<file path="src/rtl/rob_ar_arbiter.sv">
// rob_ar_arbiter: round-robin arbiter that shares the ROB's single AR port
// between NUM_REQ upstream requesters. The winning request is registered
// toward the ROB. In-flight reads are capped at MAX_OUTSTANDING so the ROB
// ID/data FIFOs cannot overflow.
//
// Ports:
//   clk, rst        clock; synchronous active-high reset
//   s_arid_i        packed per-requester IDs, requester k at [k*ID_WIDTH +: ID_WIDTH]
//   s_arvalid_i     per-requester AR valid
//   s_arready_o     per-requester AR ready (one-hot or zero)
//   m_arid_o        registered ID toward the ROB
//   m_arsrc_o       registered index of the granted requester (R-side routing)
//   m_arvalid_o     registered AR valid toward the ROB
//   m_arready_i     ROB AR ready
//   r_done_i        one-cycle pulse per completed read; returns a credit
//   outstanding_o   current in-flight read count
//   stall_cnt_o     credit-stall cycle counter
//
// Optional feature macro: ROB_ARB_STATS_EN
//   defined   -> stall_cnt_o counts cycles with a pending request, a free
//                output slot and no credit; saturates at 16'hFFFF
//   undefined -> stall_cnt_o is tied to zero and no counter is built
//
// state | meaning
// ------+----------------------------------------------
// IDLE  | output slot empty, m_arvalid_o = 0
// HOLD  | m_arvalid_o = 1, waiting for m_arready_i
module rob_ar_arbiter #(
  parameter int NUM_REQ         = 4,
  parameter int ID_WIDTH        = 4,
  parameter int MAX_OUTSTANDING = 16,
  localparam int SRC_W          = $clog2(NUM_REQ),
  localparam int CNT_W          = $clog2(MAX_OUTSTANDING + 1)
) (
  input  logic                        clk,
  input  logic                        rst,
  input  logic [NUM_REQ*ID_WIDTH-1:0] s_arid_i,
  input  logic [NUM_REQ-1:0]          s_arvalid_i,
  output logic [NUM_REQ-1:0]          s_arready_o,
  output logic [ID_WIDTH-1:0]         m_arid_o,
  output logic [SRC_W-1:0]            m_arsrc_o,
  output logic                        m_arvalid_o,
  input  logic                        m_arready_i,
  input  logic                        r_done_i,
  output logic [CNT_W-1:0]            outstanding_o,
  output logic [15:0]                 stall_cnt_o
);

  typedef enum logic {IDLE = 1'b0, HOLD = 1'b1} state_t;

  state_t              state_q, state_d;
  logic [ID_WIDTH-1:0] m_arid_q, m_arid_d;
  logic [SRC_W-1:0]    m_arsrc_q, m_arsrc_d;
  logic                m_arvalid_q, m_arvalid_d;
  logic [SRC_W-1:0]    ptr_q, ptr_d;
  logic [CNT_W-1:0]    cnt_q, cnt_d;

  logic [ID_WIDTH-1:0] id_arr [NUM_REQ];
  logic                slot_free, credit_ok, any_valid, grant_en;
  logic                found;
  logic [SRC_W:0]      cand;
  logic [SRC_W-1:0]    win;

  for (genvar g = 0; g < NUM_REQ; g++) begin : g_id_unpack
    assign id_arr[g] = s_arid_i[g*ID_WIDTH +: ID_WIDTH];
  end

  assign slot_free = (state_q == IDLE) || m_arready_i;
  assign credit_ok = cnt_q < CNT_W'(MAX_OUTSTANDING);
  assign any_valid = |s_arvalid_i;
  // A grant is always a handshake: the winner's valid is set by construction.
  assign grant_en  = !rst && slot_free && credit_ok && any_valid;

  // Search from the RR pointer upward, wrapping at NUM_REQ-1.
  always_comb begin
    found = 1'b0;
    cand  = '0;
    win   = '0;
    for (int i = 0; i < NUM_REQ; i++) begin
      cand = {1'b0, ptr_q} + (SRC_W+1)'(i);
      if (cand >= (SRC_W+1)'(NUM_REQ)) begin
        cand = cand - (SRC_W+1)'(NUM_REQ);
      end
      if (!found && s_arvalid_i[cand[SRC_W-1:0]]) begin
        found = 1'b1;
        win   = cand[SRC_W-1:0];
      end
    end
  end

  always_comb begin
    s_arready_o = '0;
    if (grant_en) begin
      s_arready_o[win] = 1'b1;
    end
  end

  always_comb begin
    state_d     = state_q;
    m_arid_d    = m_arid_q;
    m_arsrc_d   = m_arsrc_q;
    m_arvalid_d = m_arvalid_q;
    ptr_d       = ptr_q;
    cnt_d       = cnt_q;

    if (grant_en) begin
      state_d     = HOLD;
      m_arid_d    = id_arr[win];
      m_arsrc_d   = win;
      m_arvalid_d = 1'b1;
      ptr_d       = (win == SRC_W'(NUM_REQ - 1)) ? '0 : win + 1'b1;
    end else if (state_q == HOLD && m_arready_i) begin
      state_d     = IDLE;
      m_arvalid_d = 1'b0;
    end

    // Credit reserved at capture, returned on r_done_i; a return with
    // nothing in flight is ignored.
    if (grant_en && !(r_done_i && cnt_q != '0)) begin
      cnt_d = cnt_q + 1'b1;
    end else if (!grant_en && r_done_i && cnt_q != '0) begin
      cnt_d = cnt_q - 1'b1;
    end
  end

  always_ff @(posedge clk) begin
    if (rst) begin
      state_q     <= IDLE;
      m_arid_q    <= '0;
      m_arsrc_q   <= '0;
      m_arvalid_q <= 1'b0;
      ptr_q       <= '0;
      cnt_q       <= '0;
    end else begin
      state_q     <= state_d;
      m_arid_q    <= m_arid_d;
      m_arsrc_q   <= m_arsrc_d;
      m_arvalid_q <= m_arvalid_d;
      ptr_q       <= ptr_d;
      cnt_q       <= cnt_d;
    end
  end

  assign m_arid_o      = m_arid_q;
  assign m_arsrc_o     = m_arsrc_q;
  assign m_arvalid_o   = m_arvalid_q;
  assign outstanding_o = cnt_q;

`ifdef ROB_ARB_STATS_EN
  logic [15:0] stall_cnt_q, stall_cnt_d;

  always_comb begin
    stall_cnt_d = stall_cnt_q;
    if (any_valid && slot_free && !credit_ok && stall_cnt_q != 16'hFFFF) begin
      stall_cnt_d = stall_cnt_q + 16'd1;
    end
  end

  always_ff @(posedge clk) begin
    if (rst) begin
      stall_cnt_q <= '0;
    end else begin
      stall_cnt_q <= stall_cnt_d;
    end
  end

  assign stall_cnt_o = stall_cnt_q;
`else
  assign stall_cnt_o = 16'h0000;
`endif

endmodule

</file>
<file path="config.mk">
export PLATFORM = sky130hd
export DESIGN_NAME = rob_ar_arbiter
export DESIGN_NICKNAME = d
export VERILOG_FILES = /design/src/rtl/rob_ar_arbiter.sv
export SDC_FILE = /design/constraint.sdc
export NUM_CORES = 1
export LEC_CHECK = 0
export ABC_AREA = 1
export BUFFER_PORTS_ARGS = -buffer_cell sky130_fd_sc_hd__buf_2
export CORE_ASPECT_RATIO = 1.1
export CORE_MARGIN = 5
export CORE_UTILIZATION = 48
export CTS_BUF_LIST = sky130_fd_sc_hd__clkbuf_16
export CTS_CLUSTER_DIAMETER = 120
export DETAILED_ROUTE_END_ITERATION = 8
export PLACE_DENSITY_LB_ADDON = 0.25
export SETUP_SLACK_MARGIN = 0.4
export SLEW_MARGIN = 15
export SYNTH_ARGS = -nofsm -noshare
export SYNTH_HDL_FRONTEND = slang
export SYNTH_SLANG_ARGS = --single-unit
</file>
<file path="constraint.sdc">
create_clock -name clk -period 2.6 [get_ports clk]
set_input_delay 0.39 -clock clk [delete_from_list [all_inputs] [get_ports clk]]
set_output_delay 0.39 -clock clk [all_outputs]
set_load 0.01 [all_outputs]
</file>
==> impl_metrics.ini <==
[status]
status = completed

[routing]
drtAntennaViolNets = 0
firstDrtPassIters = 4
totalWireLength_um = 3200
viasPerCell = 4.66
num_vias = 1397
drc = 0
wl_per_cell_um = 10.7
drt_iter0_drc = 39

[job]
drv_cap = 0

[clock_tree]
clkTransAtPathRegs_ns = 0.05
htree_levels = 1
cts_buffers = 3
cts_root_buffer = clkbuf_16
clockBufferDepth = 2
cts_tree = yes
clock_sinks = 14
clk_latency_ns = 0.24

[worst_setup_path]
critPathMaxStageDelay_ns = 0.33
path_class = register to output port
end_kind = output port
cp_cell_sequence = buf_8 > inv_8 > nand2_4 > and2_4 > a21oi_4 > buf_4 > nand4_4 > nand2_8 > inv_6 > ha_2 > inv_1 > nor2_1 > buf_2
worstPathMaxFanout = 8
cpMaxStageDelayCell = dfxtp_2
critPathBufInv = 6
cp.required_ns = 2.21
cp-start-kind = register
arrival_ns = 1.93
crit_family = buffers and inverters

[finish]
area_delta_synth_final_pct = 34.1
final_nets = 300
drive_above_1_share = 0.375
diodes = 0
mostFrequentLayoutCells = buf_2 (39), inv_1 (35), nand2_1 (35)
mostFrequentLayoutCell = buf_2

[grt]
grt.met2_usage = 0.274
antenna_found_initial = 0
top_usage_layer = met2
grt_pass1_vias = 1243
grtUsageTotal = 0.164
grt_max_degree = 14
grt_pass1_wl_um = 5090
met3_usage = 0.0254
use_met1 = 0.208
grt_overflow = 0

[placed_design]
globalplace.congestion = 0.886
hpwl_um = 2300
io_buffers = 39

[die]
rows = 20
core_mm2 = 0.00275
ioPinCount = 56
dieArea_mm2 = 0.00401
die_y_um = 65.9
initial_core_util = 0.495
die_w_um = 60.8

[synth]
syn_inst = 208
ys_seq_area_frac = 0.206
synth_cell_types = 28
syn_avg_cell_area_um2 = 6.55
yosys_register_bits = 14
netlist.area_leader.share = 0.206
yosys_warnings = 0
netlist_top_cells_area = dfxtp_1 (21%), nand2_1 (12%), nand3_1 (10%)
syn_area_mm2 = 0.00136
yosysTopAreaCell = dfxtp_1

[sta]
finalCritPeriodShare = 0.892
finClkSkew_ns = 0.00530
period_needed_ns = 2.32
slew_viol_final = 0
setup_violations = 0
max_freq_mhz = 431
setup-tns-final_ns = 0
rsz0062_at_grt = true
hold_viol = 0

[power_and_ir_drop]
power_density_mw_per_mm2 = 1190
ir_worst_vdd_mv = 0.814
leakage_nw = 1.04
p_total_mw = 2.18

[hold_path]
hp-class = input pin to register
[state kept, by name (all words and copies together), names as in the netlist]
signal	flops
ptr_q	2
m_arvalid_o	1
m_arsrc_o	2
outstanding_o	5
m_arid_o	4
[where the power goes]
part | total [mW] | internal (mW) | leakage (nW) | switching, mW
clock | 0.290 | 0.203 | 0.0385 | 0.0866
combinational | 1.53 | 0.667 | 0.881 | 0.860
sequential | 0.367 | 0.296 | 0.116 | 0.0708
total | 2.18 | 1.17 | 1.04 | 1.02
[cell usage after synthesis, drive strengths merged]
library cell  instances
nor4                  2
inv                  43
buf                  18
xnor2                 1
dfxtp                14
conb                  1
nand4                 2
o211ai                3
and2                  1
o21ai                 7
xor2                  1
ha                    7
a21oi                 7
fa                    1
nor2                 19
nand3                28
nand2                53
[through the flow]
stage | instances | instance area, um^2 | worst slack [ns] | utilization | hold WS [ns]
after floorplan | 223 | 1420 | 0.617 | - | 0.459
after detailed placement | 279 | 1530 | 0.363 | 0.555 | 0.482
final | 300 | 1830 | 0.280 | 0.664 | 0.408
after global placement | 279 | 1530 | 0.363 | 0.555 | 0.473
after CTS | 298 | 1780 | 0.304 | 0.647 | 0.404
after global routing | 300 | 1830 | 0.167 | 0.664 | 0.426
[repair_timing]
action                                  in CTS  in global routing
gates resized for setup                     19                  8
endpoints found under the setup margin       4                  5
setup buffers                               15                  2
hold buffers                                 0                  0
pin swaps                                   16                  4
[layout make-up]
cell class / count / area, um^2
fillers: 255 / 926
multi-input cells: 148 / 901
repair buffers: 58 / 345
flip-flops and latches: 14 / 282
inverters: 43 / 179
clock buffers: 3 / 75.1
well taps: 33 / 41.3
clock inverters: 1 / 3.75
[per-layer routing]
metal | up-vias | routed length (um)
met2 | 33 | 1700
met3 | 4 | 160
met1 | 630 | 1300
met4 | 0 | 39
li1 | 730 | -
met5 | - | 0
[final timing paths]
| check | start | endpoint | slack [ns] | cells past startpoint |
|---|---|---|---|---|
| max | ptr_q[0] | s_arready_o[2] | 0.28 | 13 |
| min | rst | ptr_q[0] | 0.41 | 2 |
| max reg2reg | ptr_q[0] | m_arid_o[0] | 0.44 | 16 |
| min reg2reg | m_arsrc_o[1] | m_arsrc_o[1] | 0.50 | 2 |
[cells by family (layout without fill, tap and decap cells)]
group,count (synthesis),in the layout,synth area share
AOI/OAI and AO/OA,17,17,0.0891
xor gates and xnor gates,2,2,0.0129
adders and majority gates,8,8,0.0790
buffers and inverters,61,105,0.230
DFF,14,14,0.206
other,1,16,0.00275
and+or+nand+nor,105,105,0.380
(Power assumes the default switching activity.)
